### src/rtl/spi_sched_pkg.sv
// spi_sched_pkg
// Shared definitions for the SPI client scheduler: requester count, the
// scheduler state encoding and the slave-select codes that the top-level
// decoder turns into the five active-low selects.
package spi_sched_pkg;

    // Requester index equals its slave-select code.
    localparam int NREQ = 5;
    localparam int PW   = $clog2(NREQ);

    localparam logic [2:0] SS_TRIG = 3'd0;
    localparam logic [2:0] SS_CH1  = 3'd1;
    localparam logic [2:0] SS_CH2  = 3'd2;
    localparam logic [2:0] SS_CH3  = 3'd3;
    localparam logic [2:0] SS_EEP  = 3'd4;
    localparam logic [2:0] SS_NONE = 3'd7;   // decodes to no select

    typedef enum logic [1:0] {
        IDLE,
        ISSUE,
        WAIT,
        DONE
    } state_t;

    // One-hot vector with bit idx set.
    function automatic logic [NREQ-1:0] onehot(input logic [PW-1:0] idx);
        return NREQ'(1) << idx;
    endfunction

endpackage

### src/rtl/spi_sched_rr_pick.sv
// rr_pick
// Combinational round-robin winner search: starting at ptr and wrapping
// past NREQ-1, returns the first requester whose req bit is set.
//   req  in   NREQ  pending requests
//   ptr  in   PW    index searched first
//   any  out  1     at least one request pending
//   w    out  PW    winning requester index (0 when any is low)
module rr_pick
    import spi_sched_pkg::*;
(
    input  logic [NREQ-1:0] req,
    input  logic [PW-1:0]   ptr,
    output logic            any,
    output logic [PW-1:0]   w
);

    logic [PW:0] w_sum;

    always_comb begin
        // NOTE: every output gets a default before the loop, so no path leaves
        // a combinational signal unassigned and no latch is inferred.
        any   = 1'b0;
        w     = '0;
        w_sum = '0;
        // Walk from the farthest offset down to ptr itself; the last hit
        // written is the nearest one, which is the round-robin winner.
        for (int k = NREQ - 1; k >= 0; k--) begin
            w_sum = {1'b0, ptr} + (PW+1)'(k);
            if (w_sum >= (PW+1)'(NREQ)) begin
                w_sum = w_sum - (PW+1)'(NREQ);
            end
            if (req[w_sum[PW-1:0]]) begin
                any = 1'b1;
                w   = w_sum[PW-1:0];
            end
        end
    end

endmodule

### src/rtl/spi_sched.sv
// spi_sched
// Round-robin scheduler sharing one SPI master between the trigger pot, the
// three channel-gain pots and the calibration EEPROM. Grants one requester,
// starts the master with its command, waits for completion or timeout and
// reports done/err back to that requester.
//   clk           in   system clock
//   rst           in   asynchronous active-high reset
//   req           in   level request per requester, held until done/err
//   req_cmd       in   16-bit command per requester, sampled at grant
//   gnt           out  one-hot grant, ISSUE through end of WAIT
//   done / err    out  one-hot single-cycle completion / timeout pulse
//   rdata         out  master read-back captured at SPI_done
//   busy          out  high whenever not IDLE
//   wrt_SPI       out  single-cycle start pulse to the master
//   SPI_cmd, ss   out  command and slave-select code, held until next grant
//   SPI_done      in   master completion pulse
//   SPI_data_out  in   master shift-in data, valid with SPI_done
module spi_sched
    import spi_sched_pkg::*;
#(
    parameter int TIMEOUT = 1024,
    parameter int TW      = 11
) (
    input  logic                 clk,
    input  logic                 rst,
    input  logic [NREQ-1:0]      req,
    input  logic [16*NREQ-1:0]   req_cmd,
    output logic [NREQ-1:0]      gnt,
    output logic [NREQ-1:0]      done,
    output logic [NREQ-1:0]      err,
    output logic [15:0]          rdata,
    output logic                 busy,
    output logic                 wrt_SPI,
    output logic [15:0]          SPI_cmd,
    output logic [2:0]           ss,
    input  logic                 SPI_done,
    input  logic [15:0]          SPI_data_out
);

    state_t          r_state;
    logic [PW-1:0]   r_ptr;
    logic [PW-1:0]   r_w;
    logic [TW-1:0]   r_cnt;
    logic [NREQ-1:0] r_gnt;
    logic [NREQ-1:0] r_done;
    logic [NREQ-1:0] r_err;
    logic [15:0]     r_rdata;
    logic            r_busy;
    logic            r_wrt;
    logic [15:0]     r_cmd;
    logic [2:0]      r_ss;

    logic            w_any;
    logic [PW-1:0]   w_win;
    logic [15:0]     w_cmd [NREQ];

    rr_pick u_pick (
        .req (req),
        .ptr (r_ptr),
        .any (w_any),
        .w   (w_win)
    );

    always_comb begin
        for (int i = 0; i < NREQ; i++) begin
            w_cmd[i] = req_cmd[16*i +: 16];
        end
    end

    always_ff @(posedge clk or posedge rst) begin
        if (rst) begin
            r_state <= IDLE;
            r_ptr   <= '0;
            r_w     <= '0;
            r_cnt   <= '0;
            r_gnt   <= '0;
            r_done  <= '0;
            r_err   <= '0;
            r_rdata <= '0;
            r_busy  <= 1'b0;
            r_wrt   <= 1'b0;
            r_cmd   <= '0;
            r_ss    <= SS_NONE;
        end else begin
            // NOTE: non-blocking assignments throughout, so every branch below
            // reads the pre-edge register values regardless of statement order.
            // Pulse outputs fall back to zero unless a transition raises them.
            r_wrt  <= 1'b0;
            r_done <= '0;
            r_err  <= '0;
            case (r_state)
                IDLE: begin
                    if (w_any) begin
                        r_state <= ISSUE;
                        r_w     <= w_win;
                        r_cmd   <= w_cmd[w_win];
                        r_ss    <= w_win;
                        r_gnt   <= onehot(w_win);
                        r_wrt   <= 1'b1;
                        r_busy  <= 1'b1;
                    end
                end
                ISSUE: begin
                    r_state <= WAIT;
                    r_cnt   <= '0;
                end
                WAIT: begin
                    // SPI_done is checked first so it wins over a coinciding timeout.
                    if (SPI_done) begin
                        r_rdata <= SPI_data_out;
                        r_done  <= r_gnt;
                        r_gnt   <= '0;
                        r_state <= DONE;
                    end else if (r_cnt == TW'(TIMEOUT - 1)) begin
                        r_err   <= r_gnt;
                        r_gnt   <= '0;
                        r_state <= DONE;
                    end else begin
                        r_cnt <= r_cnt + TW'(1);
                    end
                end
                DONE: begin
                    // Rotate past the requester just served for fairness.
                    r_ptr   <= (r_w == PW'(NREQ - 1)) ? '0 : r_w + PW'(1);
                    r_busy  <= 1'b0;
                    r_state <= IDLE;
                end
                default: begin
                    r_state <= IDLE;
                end
            endcase
        end
    end

    assign gnt     = r_gnt;
    assign done    = r_done;
    assign err     = r_err;
    assign rdata   = r_rdata;
    assign busy    = r_busy;
    assign wrt_SPI = r_wrt;
    assign SPI_cmd = r_cmd;
    assign ss      = r_ss;

endmodule

### config.mk
export PLATFORM = sky130hd
export DESIGN_NAME = spi_sched
export DESIGN_NICKNAME = d
export VERILOG_FILES = /design/src/rtl/spi_sched_pkg.sv /design/src/rtl/spi_sched_rr_pick.sv /design/src/rtl/spi_sched.sv
export SDC_FILE = /design/constraint.sdc
export NUM_CORES = 1
export LEC_CHECK = 0
export ABC_AREA = 1
export BUFFER_PORTS_ARGS = -buffer_cell sky130_fd_sc_hd__clkbuf_2
export CAP_MARGIN = 25
export CORE_MARGIN = 2
export CORE_UTILIZATION = 51
export DETAILED_ROUTE_END_ITERATION = 8
export MAX_ROUTING_LAYER = met4
export PLACE_DENSITY = 0.78
export SLEW_MARGIN = 25
export SYNTH_ARGS = -nofsm -noshare
export SYNTH_HDL_FRONTEND = slang
export SYNTH_SLANG_ARGS = --single-unit
export TNS_END_PERCENT = 100
### constraint.sdc
create_clock -name clk -period 3.9 [get_ports clk]
set_clock_uncertainty 0.2 [all_clocks]
set_input_delay 0 -clock clk [delete_from_list [all_inputs] [get_ports clk]]
set_output_delay 0 -clock clk [all_outputs]
set_load 0.05 [all_outputs]
Word level (Yosys, flattened, before mapping)
Index checks and enable logic that the tools add are counted.
- add/sub/neg operators: 11
- order comparisons: 11
- equal/unequal tests: 9
- shifts and indexed selects: 1
- muxes and demuxes: 49
- bitwise gates (word level): 1
- reduce and logical (&&, ||, !) cells: 10
- operators with widths (cell ; count):
    $bmux 16 s3 ; 1
    $mux 5 ; 8
    $mux 3 ; 11
    $mux 16 ; 2
    $mux 11 ; 2
    $pmux 11 s2 ; 1
    $lt 3x4->1 const B ; 5
    $ge 4x3->1 const B ; 4
    $bmux 1 s3 ; 5
    $sub 3x3->3 const B ; 5
    $mux 1 ; 13
    $add 11x1->11 const B ; 1
    $eq 11x10->1 const B ; 1
    $pmux 5 s2 ; 1
    $add 3x2->4 const B ; 2
    $pmux 2 s4 ; 1
    $reduce_and 2->1 ; 4
    $mux 2 ; 3
    $reduce_and 3->1 ; 2
    $reduce_bool 2->1 ; 3
    $shl 1x3->5 const A ; 1
    $add 3x1->4 const B ; 1
    $add 3x3->4 const B ; 1
    $eq 2x2->1 const B ; 2
    other kinds (11) ; 12
- register bits: 71

Logic depth before layout (Yosys ltp)
Gate-level depths: netlist of run 1.
- depth after elaboration: 14
- depth in mapped cells: 25
- gate-level depth less buffers: 23

Cells and area by module
A second synthesis of run 1 with hierarchy kept.
- cell total of the unflattened synthesis: 648
- area, all modules: 4730.8 µm²
- modules (own cells, without submodules) (module ; instances ; cells an instance ; area an instance (µm²) ; seq. area each (µm²)):
    spi_sched ; 1 ; 463 ; 3768.6 ; 1780.5
    rr_pick ; 1 ; 185 ; 962.2 ; 0.0

Least setup slack after synthesis of run 1
No wires, ideal clock.
- path type: register to register
- from: register r_ptr[0]
- to: register r_cmd[0], in the netlist SPI_cmd[0]
- library setup time: 0.073 ns
- data arrival time: 2.794 ns
- slack: 0.833 ns
- stages on the path, launching flop included: 21
- buffers on the path: 2
- period minus slack after synthesis: 3.067 ns
- path through: dfrtp_1 -> inv_2 -> buf_4 -> ha_1 -> inv_1 -> fa_1 -> a21oi_2 -> nand2_1 -> o21ai_2 -> nand3b_1 -> nand2_1 -> nand2_2 -> nand2_2 -> a21oi_1 -> nand2_2 -> a21oi_4 -> buf_6 -> nand2_1 -> nand2_1 -> nand2_1 -> a21oi_2
- cells in the longest elaborated chain, start to end: 14
- RTL lines (element ; RTL line ; text):
    start: declaration ; spi_sched.sv:41 ; logic [PW-1:0] r_ptr;
    start signal: assignment ; spi_sched.sv:124 ; r_ptr <= (r_w == PW'(NREQ - 1)) ? '0 : r_w + PW'(1);
    $add 3x3->4 ; spi_sched_rr_pick.sv:28 ; w_sum = {1'b0, ptr} + (PW+1)'(k);
    $ge 4x3->1 or $sub 3x3->3 (tied branches) ; spi_sched_rr_pick.sv:29, spi_sched_rr_pick.sv:30 ;
    $mux 3 ; spi_sched_rr_pick.sv:29 ; if (w_sum >= (PW+1)'(NREQ)) begin
    $bmux 1 s3 ; spi_sched_rr_pick.sv:32 ; if (req[w_sum[PW-1:0]]) begin
    $mux 1 (implied by the code) ; spi_sched_rr_pick.sv:32 ;
    $mux 3 (5 in series) ; spi_sched_rr_pick.sv:32 ;
    $not 3->4 (implied by the code) ; spi_sched.sv:96 ; r_cmd <= w_cmd[w_win];
    $bmux 16 s3 ; spi_sched.sv:96 ;
    $mux 16 (implied by the code) (2 in series) ; spi_sched.sv:96 ;
    end signal: assignment ; spi_sched.sv:96 ;
    end: declaration ; spi_sched.sv:50 ; logic [15:0] r_cmd;
Several ways; a longest one is shown, not always the timed one. The select of a mux whose other input is x is not followed.
A chain may end at the register's enable or synchronous reset.

Worst setup path after layout of run 1
- from: register r_ptr[1]
- to: register r_cmd[3], in the netlist SPI_cmd[3]
The elaborated chain is that of the path after synthesis.

==> flow_metrics.env, run 1 <==
export IMPL_status="finished clean"
export IMPL_clk_latency_ns=0.34
export IMPL_avgSynthCellArea_um2=7.444
export IMPL_path_class="reg2reg"
export IMPL_synth_edff_count=0
export IMPL_yosysSeqAreaShare_pct=37.91
export IMPL_num_rows=35
export IMPL_post_cts_setup_buffers=0
export IMPL_cts_sinks=71
export IMPL_worst_hold_slack_ns=0.1501
export IMPL_period_minus_slack_ns=3.587
export IMPL_crit_fanout=34
export IMPL_grt_pass1_vias=5607
export IMPL_synthTopCellsByArea="dfrtp_1 36%, nand2_1 18%, nand3_1 7.0%, ha_1 4.0%, a21oi_1 3.9%"
export IMPL_io_pins=156
export IMPL_grt_pass1_wl_um=27370
export IMPL_cts_tree="done"
export IMPL_synth_simple_area_share_pct=35.00
export IMPL_fmax_ghz=0.2788
export IMPL_dpl_hpwl_um=9773
export IMPL_syn_inst=631
export IMPL_final_cell_mix="231 x nand2_1, 155 x clkbuf_2, 98 x dlygate4sd3_1"
export IMPL_synth_top_area_share_pct=36.23
export IMPL_synth_main_ff_cell="dfrtp_1"
export IMPL_n_antenna_cell=0
export IMPL_grt_max_degree=51
export IMPL_cts_clk_slew_worst_paths_ns=0.09
export IMPL_crit_path_top_delay_cell="dfrtp_1"
export IMPL_fp_dieW_um=99.97
export IMPL_worstPathCellList="inv_1 -> ha_1 -> inv_2 -> nand2_1 -> nand3_1 -> nand2_1 -> nand2_1 -> nand2_1 -> nand2_1 -> nand2_1 -> nor2_1 -> nand2_1 -> nand2_1 -> nand2_1 -> nand2_1 -> nand2_4 -> buf_4 -> nand3_1 -> nand2_1 -> nand2_1 -> nand2_1 -> nand2_1 -> a21oi_2"
export IMPL_end_kind="flop"
export IMPL_placed_area_mm2=0.005523
export IMPL_worstMarginPinSlew_ns=0.8814
export IMPL_grt_setup_unrepaired="false"
export IMPL_htreeDepth=3
export IMPL_synth_compound_area_share_pct=10.90
export IMPL_yosysWarnings=0
export IMPL_synth_xor_area_share_pct=0.7459
export IMPL_place_ws_ns=0.4481
export IMPL_start_util_pct=51.82
export IMPL_drtIter0Drc=365
export IMPL_ctsResizeCount=0
export IMPL_cp_start_kind="flop"
export IMPL_setup_ws_ns=0.3129
export IMPL_port_buffers=155
export IMPL_fin_nets=1000
export IMPL_design_area_mm2=0.006733
export IMPL_antenna_found_initial=0
export IMPL_track_usage_pct=35.84
export IMPL_drv_cap=0
export IMPL_startpoint="r_ptr[1]"
export IMPL_syn_area_mm2=0.004697
export IMPL_yosysTopAreaCell="dfrtp_1"
export IMPL_clockBufferDepth=2
export IMPL_hp_class="in2async"
export IMPL_arrival_ns=3.66
export IMPL_ant_nets=0
export IMPL_synth_top_family_by_area="simple AND/OR/NAND/NOR gates"
export IMPL_gp_congestion=0.9568
export IMPL_wl_um=17040
export IMPL_synth_nets=751
export IMPL_overflow=0
export IMPL_dieArea_mm2=0.009993
export IMPL_synthArstFlopShare_pct=100.0
export IMPL_root_buffer="clkbuf_8"
export IMPL_worstReg2RegStart="r_ptr[1]"
export IMPL_ys_ff_latch=71
export IMPL_wl_per_cell_um=17.11
export IMPL_die_height_um=99.97
export IMPL_max_slew_margin_pct=41.10
export IMPL_drcViolationCount=0
export IMPL_final_common_cell="nand2_1"
export IMPL_slew_viol_final=0
export IMPL_hold_viol=0
export IMPL_synthMuxAreaShare_pct=3.836
export IMPL_drive_gt1_share_pct=28.02
export IMPL_postCtsHoldBufs=98
export IMPL_area_delta_synth_final_pct=43.34
export IMPL_numCtsBuffers=9
export IMPL_ys_types=42
export IMPL_critPathRequiredTime_ns=3.97
export IMPL_synth_fa_ha_area_share_pct=4.422
export IMPL_drtPass1Iterations=5
export IMPL_core_mm2=0.009065
export IMPL_setup_viol=0
export IMPL_post_drt_via_cell_ratio=5.598
export IMPL_timing_setup_tns_ns=0
export IMPL_vias=5576
export IMPL_cpPeakStageDelay_ns=0.51
export IMPL_timing_final_crit_share_pct=91.98
export IMPL_cpMostUsedCell="nand2_1"
-- synthesized netlist by cell type, types with 3 or more instances --
cell type	count
nand2_2	9
dfrtp_1	68
inv_2	10
nand2_4	7
o21ai_2	3
a21oi_1	37
a21oi_2	8
inv_1	39
buf_4	6
o22ai_1	3
o21ai_0	9
dfstp_2	3
nand2_1	231
buf_2	11
buf_6	3
nand3_1	66
mux2_2	16
nor2_1	36
ha_1	15
nor3_1	8
nand4_1	8
o21ai_1	5
-- worst paths after layout --
path                       slack (ns)          to  cells after the start
max reg2reg                      0.31  SPI_cmd[3]                     23
min                              0.15    r_cnt[2]                      3
min reg2reg                      0.28       ss[2]                      2
max in group asynchronous        2.48       ss[1]                      4
min in group clk                 0.17       ss[2]                      7
max                              0.31  SPI_cmd[3]                     23
-- layout make-up --
type	instances	area, um2
clock buffers	10	137.6
clock inverters	6	90.09
fillers	605	2332
inverters	51	197.7
multi-input cells	487	2579
flip-flops and latches	71	1780
well taps	111	138.9
repair buffers	260	1809
-- critical path, delay by kind of cell (launching register included) --
| family | cells | cell delay, ns |
|---|---|---|
| DFF | 1 | 0.51 |
| AOI/OAI and AO/OA | 1 | 0.13 |
| and+or+nand+nor | 18 | 1.54 |
| buffers and inverters | 3 | 0.67 |
| adders and majority gates | 1 | 0.49 |
-- metal layers --
layer / global-route usage [%] / wire length (um)
met1: 41.56 / 6234
met2: 59.93 / 8470
met3: 6.407 / 1329
met4: 18.23 / 1008
met5: - / 0
-- sequential cells by signal, summed over array words and instances, names as in the netlist --
signal   flops
r_cnt       11
busy         1
ss           3
SPI_cmd     16
wrt_SPI      1
r_ptr        3
r_w          3
err          5
gnt          5
rdata       16
done         5
r_state      2
-- metrics by stage --
| step | instances | util, % |
|---|---|---|
| 3_5_place_dp | 882 | 60.92 |
| 3_3_place_gp | 882 | 60.92 |
| 5_1_grt | 996 | 74.27 |
| 6_report | 996 | 74.27 |
| 4_1_cts | 996 | 74.26 |
| 2_1_floorplan | 631 | - |
-- cell families (layout without fill, tap and decap cells) --
group | after synthesis | after routing
buf+inv | 73 | 327
xor+xnor | 4 | 4
fa+ha+maj | 16 | 16
simple gates | 373 | 373
compound gates | 78 | 78
mux | 16 | 16
flops | 71 | 71
Power of run 1 is left out: the tool's default activity adds up to more than one toggle a clock period on the data nets, which glitch-free logic cannot reach.
==> run 2: changes to the inputs <==
==> constraint.sdc (replaced) <==
create_clock -name clk -period 3.9 [get_ports clk]
set_clock_uncertainty 0.2 [all_clocks]
set_input_delay 0.195 -clock clk [delete_from_list [all_inputs] [get_ports clk]]
set_output_delay 0.195 -clock clk [all_outputs]
set_load 0.05 [all_outputs]
==> flow_metrics.env, run 2 (synthesis results as in run 1) <==
export IMPL_status="complete, but fails checks"
export IMPL_failed_checks="negative hold slack"
export IMPL_fmax_ghz=0.2759
export IMPL_fp_dieW_um=99.97
export IMPL_final_common_cell="nand2_1"
export IMPL_dieArea_mm2=0.009993
export IMPL_slew_viol_final=0
export IMPL_fin_nets=937
export IMPL_setup_viol=0
export IMPL_numCtsBuffers=9
export IMPL_track_usage_pct=28.62
export IMPL_worstPathCellList="inv_2 -> ha_1 -> inv_1 -> fa_1 -> a21oi_2 -> nand2_1 -> o21ai_2 -> nand3b_1 -> nand2_1 -> nand2_2 -> nand2_2 -> nor4_2 -> nand2_1 -> nand2_2 -> clkinvlp_4 -> o21ai_0 -> inv_1"
export IMPL_num_rows=35
export IMPL_critPathRequiredTime_ns=3.92
export IMPL_cts_clk_slew_worst_paths_ns=0.08
export IMPL_period_minus_slack_ns=3.625
export IMPL_wl_per_cell_um=14.69
export IMPL_post_drt_via_cell_ratio=5.302
export IMPL_worstSetupPathDepth=17
export IMPL_worstMarginPinSlew_ns=0.8109
export IMPL_area_delta_synth_final_pct=29.12
export IMPL_clk_latency_ns=0.34
export IMPL_r2r_slack_ns=0.28
export IMPL_root_buffer="clkbuf_8"
export IMPL_drtIter0Drc=282
export IMPL_end_kind="flop"
export IMPL_cts_sinks=71
export IMPL_cp_start_kind="flop"
export IMPL_timing_final_crit_share_pct=92.95
export IMPL_clockBufferDepth=2
export IMPL_placed_area_mm2=0.005538
export IMPL_hold_viol=1
export IMPL_grt_pass1_wl_um=22220
export IMPL_grt_pass1_vias=4743
export IMPL_dpl_hpwl_um=9826
export IMPL_drive_gt1_share_pct=30.82
export IMPL_htreeDepth=3
export IMPL_arrival_ns=3.65
export IMPL_cts_tree="done"
export IMPL_n_antenna_cell=0
export IMPL_crit_fanout=12
export IMPL_design_area_mm2=0.006065
export IMPL_antenna_found_initial=0
export IMPL_overflow=0
export IMPL_io_pins=156
export IMPL_timing_setup_tns_ns=0
export IMPL_drcViolationCount=0
export IMPL_ant_nets=0
export IMPL_finalNonFillerCells=932
export IMPL_drv_cap=0
export IMPL_port_buffers=155
export IMPL_path_class="reg2reg"
export IMPL_startpoint="r_ptr[0]"
export IMPL_cpPeakStageDelay_ns=0.40
export IMPL_core_mm2=0.009065
export IMPL_die_height_um=99.97
export IMPL_wl_um=13690
export IMPL_final_cell_mix="230 x nand2_1, 155 x clkbuf_2, 68 x dfrtp_1"
export IMPL_grt_setup_unrepaired="false"
export IMPL_hp_class="in2reg"
export IMPL_gp_congestion=0.9491
export IMPL_critPathCapture="busy"
export IMPL_critical_path_top_delay_family="simple AND/OR/NAND/NOR gates"
export IMPL_max_slew_margin_pct=45.81
export IMPL_grt_max_degree=49
export IMPL_path_buf_inv=4
export IMPL_drtPass1Iterations=5
export IMPL_worst_hold_slack_ns=-0.009588
export IMPL_worstReg2RegStart="r_ptr[0]"
export IMPL_post_cts_setup_buffers=0
export IMPL_crit_path_top_delay_cell="fa_1"
export IMPL_timing_rr_end="busy"
export IMPL_vias=4941
export IMPL_start_util_pct=51.82
export IMPL_dpl_cell_count=884
export IMPL_reg2regPathDepth=17
[run 2: cell type report]
type / instances / area, um2
timing repair inverter: 1 / 7.507
timing repair buffer: 196 / 1164
clock buffer: 9 / 123.9
clock inverter: 6 / 61.31
tap: 111 / 138.9
multi-input combinational: 487 / 2587
inverter: 51 / 201.4
sequential: 71 / 1780
fill: 775 / 3000
[run 2: worst register-to-register path: stages, from the launching register on]
cell        delay, ns
dfrtp_1          0.39
inv_2            0.14
ha_1             0.16
inv_1            0.05
fa_1             0.40
a21oi_2          0.27
nand2_1          0.11
o21ai_2          0.12
nand3b_1         0.14
nand2_1          0.06
nand2_2          0.08
nand2_2          0.09
nor4_2           0.37
nand2_1          0.20
nand2_2          0.20
clkinvlp_4       0.26
o21ai_0          0.22
inv_1            0.05
[run 2: metrics by stage]
stage          util (%)  worst slack [ns]
5_1_grt           66.90         0.0004223
3_3_place_gp      61.09            0.3664
3_5_place_dp      61.09            0.2235
4_1_cts           66.56            0.1879
2_1_floorplan         -            0.8330
6_report          66.90            0.2751
[run 2: worst min-delay path by stage]
stage / to / from / cells after the start
floorplan: rdata[1] / SPI_data_out[1] / 1
global placement: rdata[6] / SPI_data_out[6] / 2
detailed placement: rdata[4] / SPI_data_out[4] / 2
CTS: SPI_cmd[8] / req_cmd[72] / 3
global route: SPI_cmd[8] / req_cmd[72] / 3
finish: SPI_cmd[8] / req_cmd[72] / 3
[run 2: repair_timing]
| item | in CTS | in global routing |
|---|---|---|
| resized for setup | 0 | 4 |
| hold buffers | 31 | 1 |
| setup endpoints to repair | 0 | 24 |
| hold endpoints to repair | 76 | 1 |
[run 2: routing by layer]
layer  up-vias  GRT usage [%]  routed length, um
met3        34          5.432                767
met2       164          46.99               6812
li1       2420              -                  -
met4         0          9.062                395
met5         -              -                  0
met1      2323          36.07               5717
Power of run 2 is left out for the same reason.
